[src/rtl/huffman_pkg.sv]
// Shared definitions for the Huffman bit packer.
// Holds the table/stream geometry, the packer state type and mask_to_len,
// which turns a code mask into a code length and a legality flag.
package huffman_pkg;

  localparam int SYM_NUM = 6;
  localparam int CODE_W  = 8;
  localparam int OUT_W   = 8;
  localparam int ACC_W   = CODE_W + OUT_W;
  localparam int CNT_W   = 16;
  localparam int LEN_W   = $clog2(CODE_W + 1);
  localparam int LVL_W   = $clog2(ACC_W + 1);

  typedef enum logic [1:0] {
    ST_IDLE,
    ST_RUN,
    ST_FLUSH,
    ST_DONE
  } state_t;

  // Returns {legal, len}. A legal mask is a non-empty run of ones starting at
  // bit 0. Any other mask gives {0, 0}, so that entry contributes no bits.
  function automatic logic [LEN_W:0] mask_to_len(input logic [CODE_W-1:0] mask);
    logic [LEN_W-1:0] ones;
    logic             contiguous;
    ones = '0;
    for (int i = 0; i < CODE_W; i++) begin
      ones = ones + LEN_W'(mask[i]);
    end
    // mask + 1 clears every bit of a low run of ones and sets no bit inside it.
    contiguous = (mask != '0) && ((mask & (mask + 1'b1)) == '0);
    mask_to_len = contiguous ? {1'b1, ones} : '0;
  endfunction

endpackage

[src/rtl/huffman_len_decode.sv]
// Combinational mask decoder for one code-table entry.
// Ports:
//   mask  in  CODE_W  code mask, expected to be 2^len-1
//   len   out LEN_W   code length, 0 when the mask is illegal
//   legal out 1       mask is non-zero and contiguous from bit 0
import huffman_pkg::*;

module huffman_len_decode (
  input  logic [CODE_W-1:0] mask,
  output logic [LEN_W-1:0]  len,
  output logic              legal
);

  always_comb begin
    {legal, len} = mask_to_len(mask);
  end

endmodule

[src/rtl/huffman_bit_packer.sv]
// Huffman bit packer: latches a 6-entry code table, packs gray symbols into
// an MSB-first bitstream and emits it as bytes over valid/ready. The last
// partial byte is zero-padded, then done pulses with the frame's bit count.
// Ports:
//   clk, reset             clock, synchronous active-high reset
//   code_valid, HC1..HC6,  table load pulse, right-aligned codes,
//   M1..M6                 masks (2^len-1)
//   sym_valid/ready/data/  symbol input handshake, value 1..6,
//   sym_last               last symbol of the frame
//   out_valid/ready/data   packed byte output handshake
//   done, bit_count        end-of-frame pulse and total code bits
//   err                    sticky illegal symbol / illegal mask flag
import huffman_pkg::*;

module huffman_bit_packer (
  input  logic              clk,
  input  logic              reset,
  input  logic              code_valid,
  input  logic [CODE_W-1:0] HC1,
  input  logic [CODE_W-1:0] HC2,
  input  logic [CODE_W-1:0] HC3,
  input  logic [CODE_W-1:0] HC4,
  input  logic [CODE_W-1:0] HC5,
  input  logic [CODE_W-1:0] HC6,
  input  logic [CODE_W-1:0] M1,
  input  logic [CODE_W-1:0] M2,
  input  logic [CODE_W-1:0] M3,
  input  logic [CODE_W-1:0] M4,
  input  logic [CODE_W-1:0] M5,
  input  logic [CODE_W-1:0] M6,
  input  logic              sym_valid,
  input  logic [CODE_W-1:0] sym_data,
  input  logic              sym_last,
  output logic              sym_ready,
  output logic              out_valid,
  output logic [OUT_W-1:0]  out_data,
  input  logic              out_ready,
  output logic              done,
  output logic [CNT_W-1:0]  bit_count,
  output logic              err
);

  logic [CODE_W-1:0] hc_in   [SYM_NUM];
  logic [CODE_W-1:0] mask_in [SYM_NUM];
  logic [LEN_W-1:0]  dec_len [SYM_NUM];
  logic [SYM_NUM-1:0] dec_legal;

  assign hc_in[0] = HC1;
  assign hc_in[1] = HC2;
  assign hc_in[2] = HC3;
  assign hc_in[3] = HC4;
  assign hc_in[4] = HC5;
  assign hc_in[5] = HC6;

  assign mask_in[0] = M1;
  assign mask_in[1] = M2;
  assign mask_in[2] = M3;
  assign mask_in[3] = M4;
  assign mask_in[4] = M5;
  assign mask_in[5] = M6;

  for (genvar k = 0; k < SYM_NUM; k++) begin : g_dec
    huffman_len_decode u_dec (
      .mask  (mask_in[k]),
      .len   (dec_len[k]),
      .legal (dec_legal[k])
    );
  end

  logic [CODE_W-1:0] code_tab [SYM_NUM];
  logic [LEN_W-1:0]  len_tab  [SYM_NUM];

  state_t state, state_next;

  logic [ACC_W-1:0] acc;
  logic [LVL_W-1:0] cnt, cnt_next, pop_amt;

  logic              sym_legal;
  logic [LEN_W-1:0]  add_len, eff_len;
  logic [CODE_W-1:0] add_code;
  logic              accept, pop, load;

  always_comb begin
    sym_legal = 1'b0;
    add_len   = '0;
    add_code  = '0;
    for (int k = 0; k < SYM_NUM; k++) begin
      if (sym_data == CODE_W'(k + 1)) begin
        sym_legal = 1'b1;
        add_len   = len_tab[k];
        add_code  = code_tab[k];
      end
    end
  end

  assign sym_ready = (state == ST_RUN) && (cnt <= LVL_W'(ACC_W - CODE_W));
  assign accept    = sym_valid && sym_ready;
  assign load      = (state == ST_IDLE) && code_valid;
  assign eff_len   = (accept && sym_legal) ? add_len : '0;

  // Output side is a function of registers only.
  assign out_valid = (cnt >= LVL_W'(OUT_W)) || ((state == ST_FLUSH) && (cnt != '0));
  assign pop       = out_valid && out_ready;
  assign pop_amt   = (cnt >= LVL_W'(OUT_W)) ? LVL_W'(OUT_W) : cnt;
  assign cnt_next  = cnt + LVL_W'(eff_len) - (pop ? pop_amt : '0);

  // Oldest pending bit is acc[cnt-1]; bits above it are stale and fall off
  // the truncation. A short final byte is left-aligned, zeros below.
  always_comb begin
    if (cnt >= LVL_W'(OUT_W)) begin
      out_data = OUT_W'(acc >> (cnt - LVL_W'(OUT_W)));
    end else begin
      out_data = OUT_W'(acc << (LVL_W'(OUT_W) - cnt));
    end
  end

  assign done = (state == ST_DONE);

  always_ff @(posedge clk) begin
    if (reset) begin
      state <= ST_IDLE;
    end else begin
      state <= state_next;
    end
  end

  always_comb begin
    state_next = state;
    case (state)
      ST_IDLE:  if (code_valid) state_next = ST_RUN;
      ST_RUN:   if (accept && sym_last) state_next = ST_FLUSH;
      ST_FLUSH: if (cnt == '0) state_next = ST_DONE;
      ST_DONE:  state_next = ST_IDLE;
      default:  state_next = ST_IDLE;
    endcase
  end

  always_ff @(posedge clk) begin
    if (reset) begin
      acc       <= '0;
      cnt       <= '0;
      bit_count <= '0;
      err       <= 1'b0;
      for (int k = 0; k < SYM_NUM; k++) begin
        code_tab[k] <= '0;
        len_tab[k]  <= '0;
      end
    end else begin
      cnt <= cnt_next;
      if (load) begin
        // Zero the code of an illegal entry so its zero-length shift adds nothing.
        for (int k = 0; k < SYM_NUM; k++) begin
          code_tab[k] <= dec_legal[k] ? (hc_in[k] & mask_in[k]) : '0;
          len_tab[k]  <= dec_len[k];
        end
        bit_count <= '0;
        if (!(&dec_legal)) err <= 1'b1;
      end
      if (accept) begin
        if (sym_legal) begin
          acc       <= (acc << eff_len) | ACC_W'(add_code);
          bit_count <= bit_count + CNT_W'(eff_len);
        end else begin
          err <= 1'b1;
        end
      end
    end
  end

endmodule

[config.mk]
export PLATFORM = sky130hd
export DESIGN_NAME = huffman_bit_packer
export DESIGN_NICKNAME = d
export VERILOG_FILES = /design/src/rtl/huffman_pkg.sv /design/src/rtl/huffman_len_decode.sv /design/src/rtl/huffman_bit_packer.sv
export SDC_FILE = /design/constraint.sdc
export NUM_CORES = 1
export LEC_CHECK = 0
export BUFFER_PORTS_ARGS = -buffer_cell sky130_fd_sc_hd__buf_2
export CORE_ASPECT_RATIO = 1.1
export CORE_UTILIZATION = 60
export CTS_CLUSTER_DIAMETER = 200
export CTS_CLUSTER_SIZE = 8
export DETAILED_ROUTE_END_ITERATION = 16
export PLACE_DENSITY = 0.83
export SYNTH_ARGS = -nofsm -noshare
export SYNTH_HDL_FRONTEND = slang
export SYNTH_SLANG_ARGS = --single-unit
[constraint.sdc]
create_clock -name clk -period 12.08 [get_ports clk]
set_input_delay 0.604 -clock clk [delete_from_list [all_inputs] [get_ports clk]]
set_output_delay 0.604 -clock clk [all_outputs]
set_load 0.01 [all_outputs]
==> metrics.log, run 1 <==
INFO  metric synth-edff-count = 72
INFO  metric finalCriticalPeriod = 5490 ps
INFO  metric pin_count_of_the_biggest_net_entering_global_routing = 74
INFO  metric timing_hold_violations_final = 0
INFO  metric synth_simple_gate_area_share = 0.188
INFO  metric cts-resized-gates = 0
INFO  metric grt_pass1_wl = 35200 um
INFO  metric timing_worst_setup_path_type = reg -> reg
INFO  metric setup_tns = 0 ps
INFO  metric run_status = completed
INFO  metric layout_worst_path_cycle_share = 0.454
INFO  metric synth-seq-cells = 112
INFO  metric grt_antenna_before_repair = 0
INFO  metric number_of_instances_in_the_synthesized_netlist = 952
INFO  metric syn_area_per_cell = 9.08 sq um
INFO  metric route.detailed.drc = 0
INFO  metric yosysSeqAreaShare = 0.343
INFO  metric area.sequential = 2960 sq um
INFO  metric cts_tree = yes
INFO  metric stdcell_count = 1251
INFO  metric final_antenna_net_count = 0
INFO  metric fp.coreArea = 13900 sq um
INFO  metric cpMaxStageDelayCell = sky130_fd_sc_hd__dfxtp_1
INFO  metric finalWeightedCongestion = 0.942
INFO  metric area_occupied_by_multi_input_gates = 5100 sq um
INFO  metric wirelength = 22300 um
INFO  metric io_buffer_count = 137
INFO  metric initialDrtViolationCount = 820
INFO  metric wire_per_inst = 17.8 um
INFO  metric dieWidth = 116 um
INFO  metric postSynth.topFlopCell = sky130_fd_sc_hd__edfxtp_1
INFO  metric synth_mux_area_frac = 0.0990
INFO  metric post_synth_xor_area_fraction = 0.0172
INFO  metric max_clock_freq = 0.182 GHz
INFO  metric worst-slew-pin-transition = 1020 ps
INFO  metric detailroute.via_count = 7708
INFO  metric report.final.slew_viol_count = 0
INFO  metric cts.path.max_buffers = 2
INFO  metric cts_made_buffers = 9
INFO  metric fill_cells = 1085
INFO  metric postCtsHoldBufs = 0
INFO  metric worst_clock_skew = 6.33 ps
INFO  metric ys.warnings.count = 0
INFO  metric floorplan.initialDensity = 0.622
INFO  metric synth_top_family_by_area = simple AND/OR/NAND/NOR gates
INFO  metric hold_class = reg -> reg
INFO  metric cts.reportedPaths.clkPinSlew = 70 ps
INFO  metric fin_util = 0.697
INFO  metric leakage_power = 4.34 nW
INFO  metric cp_slowest_stage_delay = 980 ps
INFO  metric floorplan.io_pins = 138
INFO  metric grt_pass1_vias = 7076
INFO  metric antenna_cells = 0
INFO  metric synth-compound-area-share = 0.154
INFO  metric buffer_cell_driving_the_clock_tree_root = sky130_fd_sc_hd__clkbuf_16
INFO  metric yosys.cell_types.count = 66
INFO  metric syn_nets = 1136
INFO  metric number_of_endpoints_failing_setup_at_the_final_stage = 0
INFO  metric count_of_standard_cell_rows = 45
INFO  metric htreeDepth = 3
INFO  metric drt_pre_antenna_iters = 7
INFO  metric clock-sinks = 112
INFO  metric required = 12330 ps
INFO  metric post_route_cells_drive_above_1_share = 0.177
INFO  metric crit_path_max_fanout = 23
INFO  metric setup_repair_after_global_routing_missed_its_margin = false
INFO  metric postCtsSetupBuffers = 0
INFO  metric dp_hpwl = 16900 um
INFO  metric netlist_area_before_placement = 8640 sq um
INFO  metric max-cap-violations = 0
INFO  metric slew-limit-headroom = 0.313
INFO  metric layout.nets = 1242
INFO  metric ir_drop = 68.2 uV
INFO  metric timing.critical_path.cells = inv_2, ha_1, nor4bb_1, o211ai_1, nor4_1, nand2b_1, clkinv_1, ha_1, inv_1, nor2_1, o211ai_1, a31oi_1, a41oi_1, o21ai_0, o31ai_1
INFO  metric critPathArrivalTime = 5740 ps
INFO  metric clock_insertion_delay_worst_skew = 360 ps
INFO  metric cellPowerDensity = 111 nW/um^2
INFO  metric area_of_the_die = 14900 sq um
INFO  metric async_reset_ff_frac = 0
INFO  metric grt_use_total = 0.312
INFO  metric start_kind = register
INFO  metric area_growth_syn_to_layout = 12.2%
INFO  metric routed_via_density = 6.16
INFO  metric globalRouteOverflowTotal = 0
INFO  metric die_h = 128 um
INFO  metric total_placed_cells_including_tap_cells = 1235
INFO  metric synthAdderAreaFrac = 0.131
INFO  metric worstSetupEndpointType = register
flip-flops by register name, summed over array words and instances (netlist names):
name and count:
code_tab 48, len_tab 24, bit_count 16, cnt 5
acc 16, state 2, err 1
cells in the mapped netlist (10+ instances only):
| cell | n | area (sq um) |
|---|---|---|
| sky130_fd_sc_hd__mux4_2 | 10 | 225 |
| sky130_fd_sc_hd__xor2_1 | 11 | 96.3 |
| sky130_fd_sc_hd__clkbuf_1 | 31 | 116 |
| sky130_fd_sc_hd__a21oi_1 | 63 | 315 |
| sky130_fd_sc_hd__a211oi_1 | 12 | 90.1 |
| sky130_fd_sc_hd__nand3_1 | 32 | 160 |
| sky130_fd_sc_hd__a31oi_1 | 10 | 62.6 |
| sky130_fd_sc_hd__nand2_1 | 75 | 282 |
| sky130_fd_sc_hd__edfxtp_1 | 72 | 2160 |
| sky130_fd_sc_hd__inv_1 | 99 | 372 |
| sky130_fd_sc_hd__and2_1 | 13 | 81.3 |
| sky130_fd_sc_hd__ha_1 | 46 | 576 |
| sky130_fd_sc_hd__nor2_1 | 76 | 285 |
| sky130_fd_sc_hd__mux2_2 | 13 | 146 |
| sky130_fd_sc_hd__nor3_1 | 27 | 135 |
| sky130_fd_sc_hd__mux2i_1 | 47 | 470 |
| sky130_fd_sc_hd__o21ai_0 | 39 | 195 |
| sky130_fd_sc_hd__o22ai_1 | 11 | 68.8 |
| sky130_fd_sc_hd__and3_1 | 54 | 338 |
| sky130_fd_sc_hd__dfxtp_1 | 40 | 801 |
| sky130_fd_sc_hd__fa_1 | 28 | 561 |
cells by family after synthesis:
group,after synthesis
AO/OA/AOI/OAI,206
multiplexers,71
adder cells (fa/ha/maj),74
XOR/XNOR,17
AND/OR/NAND/NOR,323
buffers and inverters,149
flip-flops,112
per-stage QoR:
stage	setup WS [ps]	cell area [sq um]	power (W)	hold WS (ps)
2_1_floorplan	7820	8640	0.000676	501
3_3_place_gp	6900	9400	0.000764	461
3_5_place_dp	6760	9400	0.000774	456
4_1_cts	6730	9700	0.00108	471
5_1_grt	6120	9700	0.00113	487
6_report	6590	9700	0.00108	472
cell type report:
type	count	area share
clock buffer	11	0.0240
clock inverter	5	0.00671
inverter	103	0.0401
multi-input combinational	691	0.526
sequential	112	0.306
tap	188	0.0243
timing repair buffer	141	0.0738
cell usage in the layout (no fill, tap or decap), types with 13 or more instances in the layout:
| cell type | n |
|---|---|
| sky130_fd_sc_hd__edfxtp_1 | 72 |
| sky130_fd_sc_hd__and3_1 | 54 |
| sky130_fd_sc_hd__ha_1 | 46 |
| sky130_fd_sc_hd__nor3_1 | 27 |
| sky130_fd_sc_hd__mux2i_1 | 47 |
| sky130_fd_sc_hd__and2_1 | 13 |
| sky130_fd_sc_hd__nand3_1 | 32 |
| sky130_fd_sc_hd__dfxtp_1 | 40 |
| sky130_fd_sc_hd__buf_2 | 137 |
| sky130_fd_sc_hd__fa_1 | 28 |
| sky130_fd_sc_hd__nand2_1 | 74 |
| sky130_fd_sc_hd__a21oi_1 | 63 |
| sky130_fd_sc_hd__nor2_1 | 76 |
| sky130_fd_sc_hd__mux2_2 | 13 |
| sky130_fd_sc_hd__o21ai_0 | 39 |
| sky130_fd_sc_hd__inv_1 | 99 |
final timing paths:
kind,endpoint,cells after the start,slack [ps],start
min,bit_count[15],1,470,bit_count[15]
min reg2reg,bit_count[15],1,470,bit_count[15]
max reg2reg,bit_count[15],15,6590,cnt[0]
max,bit_count[15],15,6590,cnt[0]
worst max-delay path: cells and delay by family (launching register included):
family                     cells  cell delay [ps]
AOI/OAI and AO/OA              6             1590
buffers and inverters          3              930
adders and majority gates      2              890
DFF                            1              980
and+or+nand+nor                4              980
per-layer routing:
metal,up-vias,wire length [um],track usage
met5,-,0,0
met4,0,1060,0.168
met3,69,1340,0.0411
met2,365,11000,0.523
met1,3616,8860,0.388
li1,3658,-,-
report_power, final:
part           internal, W  switching (W)
Sequential        0.000469      0.0000296
Clock             0.000163       0.000144
Combinational     0.000100       0.000173
Power figures use the tool's default switching activity.
==> run 2: changes to the inputs <==
--- a/config.mk
+++ b/config.mk
@@ -5,13 +5,14 @@
 export SDC_FILE = /design/constraint.sdc
 export NUM_CORES = 1
 export LEC_CHECK = 0
+export ABC_AREA = 1
 export BUFFER_PORTS_ARGS = -buffer_cell sky130_fd_sc_hd__buf_2
 export CORE_ASPECT_RATIO = 1.1
-export CORE_UTILIZATION = 60
+export CORE_UTILIZATION = 58
 export CTS_CLUSTER_DIAMETER = 200
 export CTS_CLUSTER_SIZE = 8
 export DETAILED_ROUTE_END_ITERATION = 16
-export PLACE_DENSITY = 0.83
+export PLACE_DENSITY = 0.8
 export SYNTH_ARGS = -nofsm -noshare
 export SYNTH_HDL_FRONTEND = slang
 export SYNTH_SLANG_ARGS = --single-unit
==> constraint.sdc (replaced) <==
create_clock -name clk -period 5.4 [get_ports clk]
set_input_delay 0.27 -clock clk [delete_from_list [all_inputs] [get_ports clk]]
set_output_delay 0.27 -clock clk [all_outputs]
set_load 0.01 [all_outputs]
==> run 2 against run 1 <==
Against the previous run: the run now ends with DRC left; worst setup slack lost 5400 ps; sequential share of layout area shrank 0.63 points; clock power grew 100%; total power grew 100%; hold slack lost 250 ps; cell area grew 2.1%; largest power group unchanged.
==> metrics.log, run 2 <==
INFO  metric buffer_cell_driving_the_clock_tree_root = sky130_fd_sc_hd__clkbuf_16
INFO  metric postCtsHoldBufs = 0
INFO  metric wirelength = 22400 um
INFO  metric clock-sinks = 112
INFO  metric setup_repair_after_global_routing_missed_its_margin = false
INFO  metric layout.cells.most_common = sky130_fd_sc_hd__nand2_1
INFO  metric yosys.cell_types.count = 51
INFO  metric io_buffer_count = 137
INFO  metric timing_hold_violations_final = 0
INFO  metric syn_nets = 1382
INFO  metric layout_worst_path_cycle_share = 0.777
INFO  metric clock_insertion_delay_worst_skew = 350 ps
INFO  metric finalWeightedCongestion = 0.926
INFO  metric layout.nets = 1500
INFO  metric netlist.top_cell.by_area = sky130_fd_sc_hd__edfxtp_1
INFO  metric max-cap-violations = 0
INFO  metric power_frac_comb = 0.223
INFO  metric area.sequential = 2960 sq um
INFO  metric power.clock.fraction = 0.283
INFO  metric wire_per_inst = 14.8 um
INFO  metric start_kind = register
INFO  metric postCtsSetupBuffers = 0
INFO  metric cts_tree = yes
INFO  metric htreeDepth = 3
INFO  metric grt_pass1_wl = 36900 um
INFO  metric yosysSeqAreaShare = 0.334
INFO  metric largest_register = code_tab
INFO  metric violated_checks = DRC
INFO  metric post-route-worst-setup-slack = 1210 ps
INFO  metric total_placed_cells_including_tap_cells = 1501
INFO  metric async_reset_ff_frac = 0
INFO  metric power_switching = 0.000664 W
INFO  metric cellInternalPower = 0.00151 W
INFO  metric leakage_power = 4.78 nW
INFO  metric number_of_endpoints_failing_setup_at_the_final_stage = 0
INFO  metric timing_worst_setup_path_type = reg -> reg
INFO  metric worst-slew-pin-transition = 764 ps
INFO  metric critical_path.startpoint = cnt[1]
INFO  metric postSynth.topFlopCell = sky130_fd_sc_hd__edfxtp_1
INFO  metric stdcell_count = 1517
INFO  metric dp_hpwl = 18000 um
INFO  metric cts.reportedPaths.clkPinSlew = 70 ps
INFO  metric worstReg2RegStart = cnt[1]
INFO  metric route.detailed.drc = 2
INFO  metric fp.coreArea = 15000 sq um
INFO  metric fill_cells = 1360
INFO  metric hold_class = in -> reg
INFO  metric ys_top_cells_by_area = sky130_fd_sc_hd__edfxtp_1, sky130_fd_sc_hd__nand2_1, sky130_fd_sc_hd__dfxtp_1
INFO  metric run_status = finished with violations
INFO  metric dp_slack = 1330 ps
INFO  metric worstSetupEndpointType = register
INFO  metric post_route_cells_drive_above_1_share = 0.162
INFO  metric antenna_cells = 0
INFO  metric netlist.area_leader.share = 0.244
INFO  metric globalRouteOverflowTotal = 0
INFO  metric synth-edff-count = 72
INFO  metric ys.warnings.count = 0
INFO  metric max_ffs_per_register = 48
INFO  metric required = 5620 ps
INFO  metric dieWidth = 120 um
INFO  metric floorplan.io_pins = 138
INFO  metric floorplan.initialDensity = 0.591
INFO  metric area_of_the_die = 15800 sq um
INFO  metric setup_tns = 0 ps
INFO  metric initialDrtViolationCount = 840
INFO  metric syn_area_per_cell = 7.40 sq um
INFO  metric pin_count_of_the_biggest_net_entering_global_routing = 59
INFO  metric grt_use_total = 0.294
INFO  metric die_h = 132 um
INFO  metric slew-limit-headroom = 0.486
INFO  metric cellPowerDensity = 220 nW/um^2
INFO  metric grt_pass1_vias = 7814
INFO  metric routed_via_density = 5.49
INFO  metric number_of_instances_in_the_synthesized_netlist = 1198
INFO  metric critPathArrivalTime = 4410 ps
INFO  metric seq_power_share = 0.495
INFO  metric cell_with_the_most_instances_after_synthesis = sky130_fd_sc_hd__nand2_1
INFO  metric power_switching_share = 0.306
INFO  metric commonest_cells_after_routing_fill_and_taps_aside = sky130_fd_sc_hd__nand2_1, sky130_fd_sc_hd__inv_1, sky130_fd_sc_hd__buf_2, sky130_fd_sc_hd__nor2_1, sky130_fd_sc_hd__nand3_1
INFO  metric crit_path_max_fanout = 17
INFO  metric cts_made_buffers = 9
INFO  metric drt_pre_antenna_iters = 11
INFO  metric count_of_standard_cell_rows = 47
INFO  metric max_clock_freq = 0.238 GHz
INFO  metric cts.path.max_buffers = 2
INFO  metric cts-resized-gates = 0
INFO  metric min-delay-start = HC1[6]
INFO  metric ir_drop = 149 uV
INFO  metric final_antenna_net_count = 0
INFO  metric area_occupied_by_multi_input_gates = 5010 sq um
INFO  metric reg.largest.list = code_tab: 48 flops, len_tab: 24 flops
INFO  metric synth.cells.most_frequent = sky130_fd_sc_hd__nand2_1, sky130_fd_sc_hd__inv_1, sky130_fd_sc_hd__nor2_1
INFO  metric detailroute.via_count = 8330
INFO  metric report.final.slew_viol_count = 0
INFO  metric synth-seq-cells = 112
INFO  metric finalCriticalPeriod = 4190 ps
INFO  metric netlist_area_before_placement = 8860 sq um
INFO  metric area_growth_syn_to_layout = 11.7%
INFO  metric worst_clock_skew = 7.56 ps
INFO  metric grt_antenna_before_repair = 0
[run 2: critical path, cell delays in order (launching register included)]
cell                       delay [ps]
sky130_fd_sc_hd__dfxtp_1          510
sky130_fd_sc_hd__clkinv_1         480
sky130_fd_sc_hd__ha_1             410
sky130_fd_sc_hd__nand3_2          100
sky130_fd_sc_hd__nand2_2           70
sky130_fd_sc_hd__nand2_4           90
sky130_fd_sc_hd__nor2_8            70
sky130_fd_sc_hd__nand2_4          200
sky130_fd_sc_hd__nor2_1            90
sky130_fd_sc_hd__nand2_2          130
sky130_fd_sc_hd__inv_1            210
sky130_fd_sc_hd__fa_1             500
sky130_fd_sc_hd__ha_1             300
sky130_fd_sc_hd__inv_1            110
sky130_fd_sc_hd__o21ai_0           80
sky130_fd_sc_hd__a21oi_1          180
sky130_fd_sc_hd__xor2_1           220
sky130_fd_sc_hd__nor3b_1          230
sky130_fd_sc_hd__nor3_1            70
[run 2: final cells by class]
| cell class | instances | area share |
|---|---|---|
| inverter | 188 | 0.0717 |
| multi-input combinational | 864 | 0.506 |
| sequential | 112 | 0.299 |
| timing repair buffer | 141 | 0.0723 |
| clock buffer | 12 | 0.0239 |
| tap | 196 | 0.0248 |
| clock inverter | 4 | 0.00240 |
[run 2: cells by family after synthesis]
kind of cell             Yosys count  share of synthesized area
AO/OA/AOI/OAI                    213                      0.143
XOR/XNOR                           9                    0.00890
adder cells (fa/ha/maj)           74                      0.128
buffers and inverters            222                      0.101
flip-flops                       112                      0.334
multiplexers                       1                    0.00113
AND/OR/NAND/NOR                  567                      0.284
[run 2: worst paths after layout]
path                                       end  slack (ps)  cells past startpoint
worst min-delay path            code_tab[0][6]         230                      3
worst max-delay path                    cnt[4]        1210                     18
worst max register to register          cnt[4]        1210                     18
worst min register to register   bit_count[15]         520                      2
[run 2: per-stage QoR]
| stage | total power, W | util | hold WS (ps) | instance area (sq um) |
|---|---|---|---|---|
| global route | 0.00229 | 0.660 | 242 | 9900 |
| CTS | 0.00218 | 0.660 | 220 | 9900 |
| finish | 0.00217 | 0.660 | 226 | 9900 |
| global placement | 0.00156 | 0.643 | 490 | 9640 |
| detailed placement | 0.00158 | 0.643 | 515 | 9640 |
| floorplan | 0.00140 | - | 490 | 8860 |
[run 2: power by group through the flow]
stage | Clock [W] | Combinational (W) | Sequential (W)
detailed placement | 0 | 0.000484 | 0.00109
floorplan | 0 | 0.000326 | 0.00108
finish | 0.000614 | 0.000484 | 0.00108
global route | 0.000653 | 0.000557 | 0.00108
CTS | 0.000620 | 0.000487 | 0.00108
global placement | 0 | 0.000461 | 0.00109
[run 2: metal layers]
metal | share of wire | vias to the layer above | track usage
met5 | 0 | - | 0
met4 | 0.040 | 0 | 0.138
met3 | 0.053 | 63 | 0.0373
met2 | 0.50 | 311 | 0.506
met1 | 0.41 | 3772 | 0.364
li1 | - | 4184 | -
==> run 3: changes to the inputs <==
--- a/config.mk
+++ b/config.mk
@@ -5,14 +5,14 @@
 export SDC_FILE = /design/constraint.sdc
 export NUM_CORES = 1
 export LEC_CHECK = 0
-export ABC_AREA = 1
+export ABC_AREA = 0
 export BUFFER_PORTS_ARGS = -buffer_cell sky130_fd_sc_hd__buf_2
 export CORE_ASPECT_RATIO = 1.1
-export CORE_UTILIZATION = 58
+export CORE_UTILIZATION = 53
 export CTS_CLUSTER_DIAMETER = 200
 export CTS_CLUSTER_SIZE = 8
 export DETAILED_ROUTE_END_ITERATION = 16
-export PLACE_DENSITY = 0.8
+export PLACE_DENSITY = 0.77
 export SYNTH_ARGS = -nofsm -noshare
 export SYNTH_HDL_FRONTEND = slang
 export SYNTH_SLANG_ARGS = --single-unit
==> constraint.sdc (replaced) <==
create_clock -name clk -period 3.51 [get_ports clk]
set_input_delay 0.1755 -clock clk [delete_from_list [all_inputs] [get_ports clk]]
set_output_delay 0.1755 -clock clk [all_outputs]
set_load 0.01 [all_outputs]
==> run 3 against run 2 <==
Against the previous run: the flow now finishes without violations; non-clock buffer count increased by 31; global-route usage decreased by 1.6 points; clock power increased by 78%; die area increased by 6.7%; clock-buffer cell count decreased by 3; sequential power increased by 57%; critical path depth decreased by 3; via count decreased by 7.2%; flip-flop and latch count unchanged; worst setup slack got worse by 980 ps; utilization decreased by 2.4 points; critical endpoint unchanged; highest routed layer is now met5.
==> metrics.log, run 3 (synthesized netlist as in run 1, its figures left out) <==
INFO  metric fill_cells = 1352
INFO  metric max-cap-violations = 0
INFO  metric commonest_cells_after_routing_fill_and_taps_aside = sky130_fd_sc_hd__buf_2, sky130_fd_sc_hd__inv_1, sky130_fd_sc_hd__nor2_1, sky130_fd_sc_hd__nand2_1, sky130_fd_sc_hd__edfxtp_1
INFO  metric crit_path_max_fanout = 5
INFO  metric count_of_standard_cell_rows = 48
INFO  metric cts.reportedPaths.clkPinSlew = 80 ps
INFO  metric cp_slowest_stage_delay = 480 ps
INFO  metric hold_slack = 109 ps
INFO  metric hold_class = in -> reg
INFO  metric ir_drop = 246 uV
INFO  metric stdcell_count = 1295
INFO  metric run_status = completed
INFO  metric wire_per_inst = 17.4 um
INFO  metric io_buffer_count = 137
INFO  metric cts.path.max_buffers = 2
INFO  metric worst-slew-pin-transition = 701 ps
INFO  metric layout_worst_path_cycle_share = 0.935
INFO  metric reg.largest.list = code_tab: 48 flops, len_tab: 24 flops
INFO  metric setup_repair_after_global_routing_missed_its_margin = false
INFO  metric setup_tns = 0 ps
INFO  metric start_kind = register
INFO  metric dp_hpwl = 17400 um
INFO  metric finalCriticalPeriod = 3280 ps
INFO  metric post-route-worst-setup-slack = 227 ps
INFO  metric timing.critical_path.cells = inv_2, ha_4, nor4bb_4, o211ai_1, nor2_4, o211a_1, inv_1, fa_1, fa_1, inv_1, a21o_1, a21oi_2, xor2_1, xnor2_1, nor2_1
INFO  metric largest_register = code_tab
INFO  metric report.final.slew_viol_count = 0
INFO  metric required = 3740 ps
INFO  metric floorplan.initialDensity = 0.547
INFO  metric wirelength = 22500 um
INFO  metric dieWidth = 124 um
INFO  metric routed_via_density = 5.97
INFO  metric grt_use_total = 0.278
INFO  metric grt_antenna_before_repair = 2
INFO  metric number_of_endpoints_failing_setup_at_the_final_stage = 0
INFO  metric final_antenna_net_count = 0
INFO  metric clock_insertion_delay_worst_skew = 360 ps
INFO  metric area_growth_syn_to_layout = 16.3%
INFO  metric clock-sinks = 112
INFO  metric detailroute.via_count = 7729
INFO  metric slew-limit-headroom = 0.533
INFO  metric max_clock_freq = 0.305 GHz
INFO  metric critPathArrivalTime = 3510 ps
INFO  metric timing_worst_setup_path_type = reg -> reg
INFO  metric finalWeightedCongestion = 0.961
INFO  metric total_placed_cells_including_tap_cells = 1273
INFO  metric drt_pre_antenna_iters = 6
INFO  metric timing_hold_violations_final = 0
INFO  metric floorplan.io_pins = 138
INFO  metric pin_count_of_the_biggest_net_entering_global_routing = 73
INFO  metric area_of_the_die = 16800 sq um
INFO  metric htreeDepth = 3
INFO  metric layout.nets = 1273
INFO  metric die_h = 136 um
INFO  metric cts_tree = yes
INFO  metric grt_pass1_wl = 35800 um
INFO  metric worstSetupEndpointType = register
INFO  metric route.detailed.drc = 0
INFO  metric postCtsHoldBufs = 0
INFO  metric cpMaxStageDelayCell = sky130_fd_sc_hd__fa_1
INFO  metric grt_pass1_vias = 7176
INFO  metric cts_made_buffers = 9
INFO  metric initialDrtViolationCount = 805
INFO  metric cellPowerDensity = 378 nW/um^2
INFO  metric path_buf_inv = 3
INFO  metric max_ffs_per_register = 48
INFO  metric layout.cells.most_common = sky130_fd_sc_hd__buf_2
INFO  metric leakage_power = 4.52 nW
INFO  metric dp_slack = -28.8 ps
INFO  metric fp.coreArea = 15800 sq um
INFO  metric globalRouteOverflowTotal = 0
INFO  metric post_route_cells_drive_above_1_share = 0.212
INFO  metric worst_clock_skew = 8.72 ps
INFO  metric buffer_cell_driving_the_clock_tree_root = sky130_fd_sc_hd__clkbuf_16
INFO  metric worst_path_dominant_cell_family = adder cells
## run 3: cell count changes in the layout (fill, tap and decap cells not counted), moves of 20 or more
| cell | delta |
|---|---|
| sky130_fd_sc_hd__nand2_1 | -208 |
| sky130_fd_sc_hd__inv_1 | -68 |
| sky130_fd_sc_hd__nor2_1 | -61 |
| sky130_fd_sc_hd__and3_1 | +54 |
| sky130_fd_sc_hd__mux2i_1 | +46 |
| sky130_fd_sc_hd__nand3_1 | -41 |
| sky130_fd_sc_hd__o21ai_0 | -32 |
| sky130_fd_sc_hd__buf_4 | +29 |
| sky130_fd_sc_hd__nor3_1 | +20 |
## run 3: final timing paths
path                  from             end  slack, ps  cells after the start
max                 cnt[1]          cnt[4]        230                     15
max reg2reg         cnt[1]          cnt[4]        230                     15
min                 HC1[3]  code_tab[0][3]        110                      2
min reg2reg  bit_count[10]   bit_count[10]        490                      1
## run 3: metal layers
layer,part of all wire,track usage,up-vias
li1,-,-,3720
met2,0.50,0.474,298
met3,0.053,0.0310,58
met1,0.41,0.349,3651
met5,0.00053,0,-
met4,0.038,0.129,2
## run 3: area by class of cell
class | count | area (sq um) | area share
well taps | 200 | 250 | 0.0249
clock inverters | 7 | 86.3 | 0.00859
clock buffers | 9 | 225 | 0.0224
repair buffers | 172 | 968 | 0.0964
flip-flops and latches | 112 | 2960 | 0.295
multi-input cells | 691 | 5160 | 0.514
diodes | 1 | 2.50 | 0.000249
inverters | 103 | 390 | 0.0388
## run 3: timing repair
| action | in CTS | in global routing |
|---|---|---|
| endpoints found under the hold margin | 0 | 0 |
| gates resized for setup | 0 | 6 |
| buffers inserted | 0 | 5 |
| setup endpoints to repair | 0 | 7 |
## run 3: stage by stage
| stage | power (W) | utilization | cell area (sq um) |
|---|---|---|---|
| 2_1_floorplan | 0.00234 | - | 8700 |
| 3_3_place_gp | 0.00267 | 0.612 | 9670 |
| 3_5_place_dp | 0.00272 | 0.612 | 9670 |
| 4_1_cts | 0.00379 | 0.632 | 9980 |
| 5_1_grt | 0.00397 | 0.636 | 10000 |
| 6_report | 0.00380 | 0.636 | 10000 |
## run 3: worst register-to-register path: cells and delay by family, from the launching register on
kind | cells | cell delay, ps
fa+ha+maj | 3 | 1140
xor+xnor | 2 | 360
flops | 1 | 320
buf+inv | 3 | 250
simple gates | 3 | 470
compound gates | 4 | 610
## run 3: power breakdown
| group | total [W] | switching (W) | internal, W |
|---|---|---|---|
| Clock | 0.00109 | 0.000519 | 0.000570 |
| Sequential | 0.00170 | 0.0000924 | 0.00161 |
| Combinational | 0.00100 | 0.000625 | 0.000380 |
| Total | 0.00380 | 0.00124 | 0.00256 |
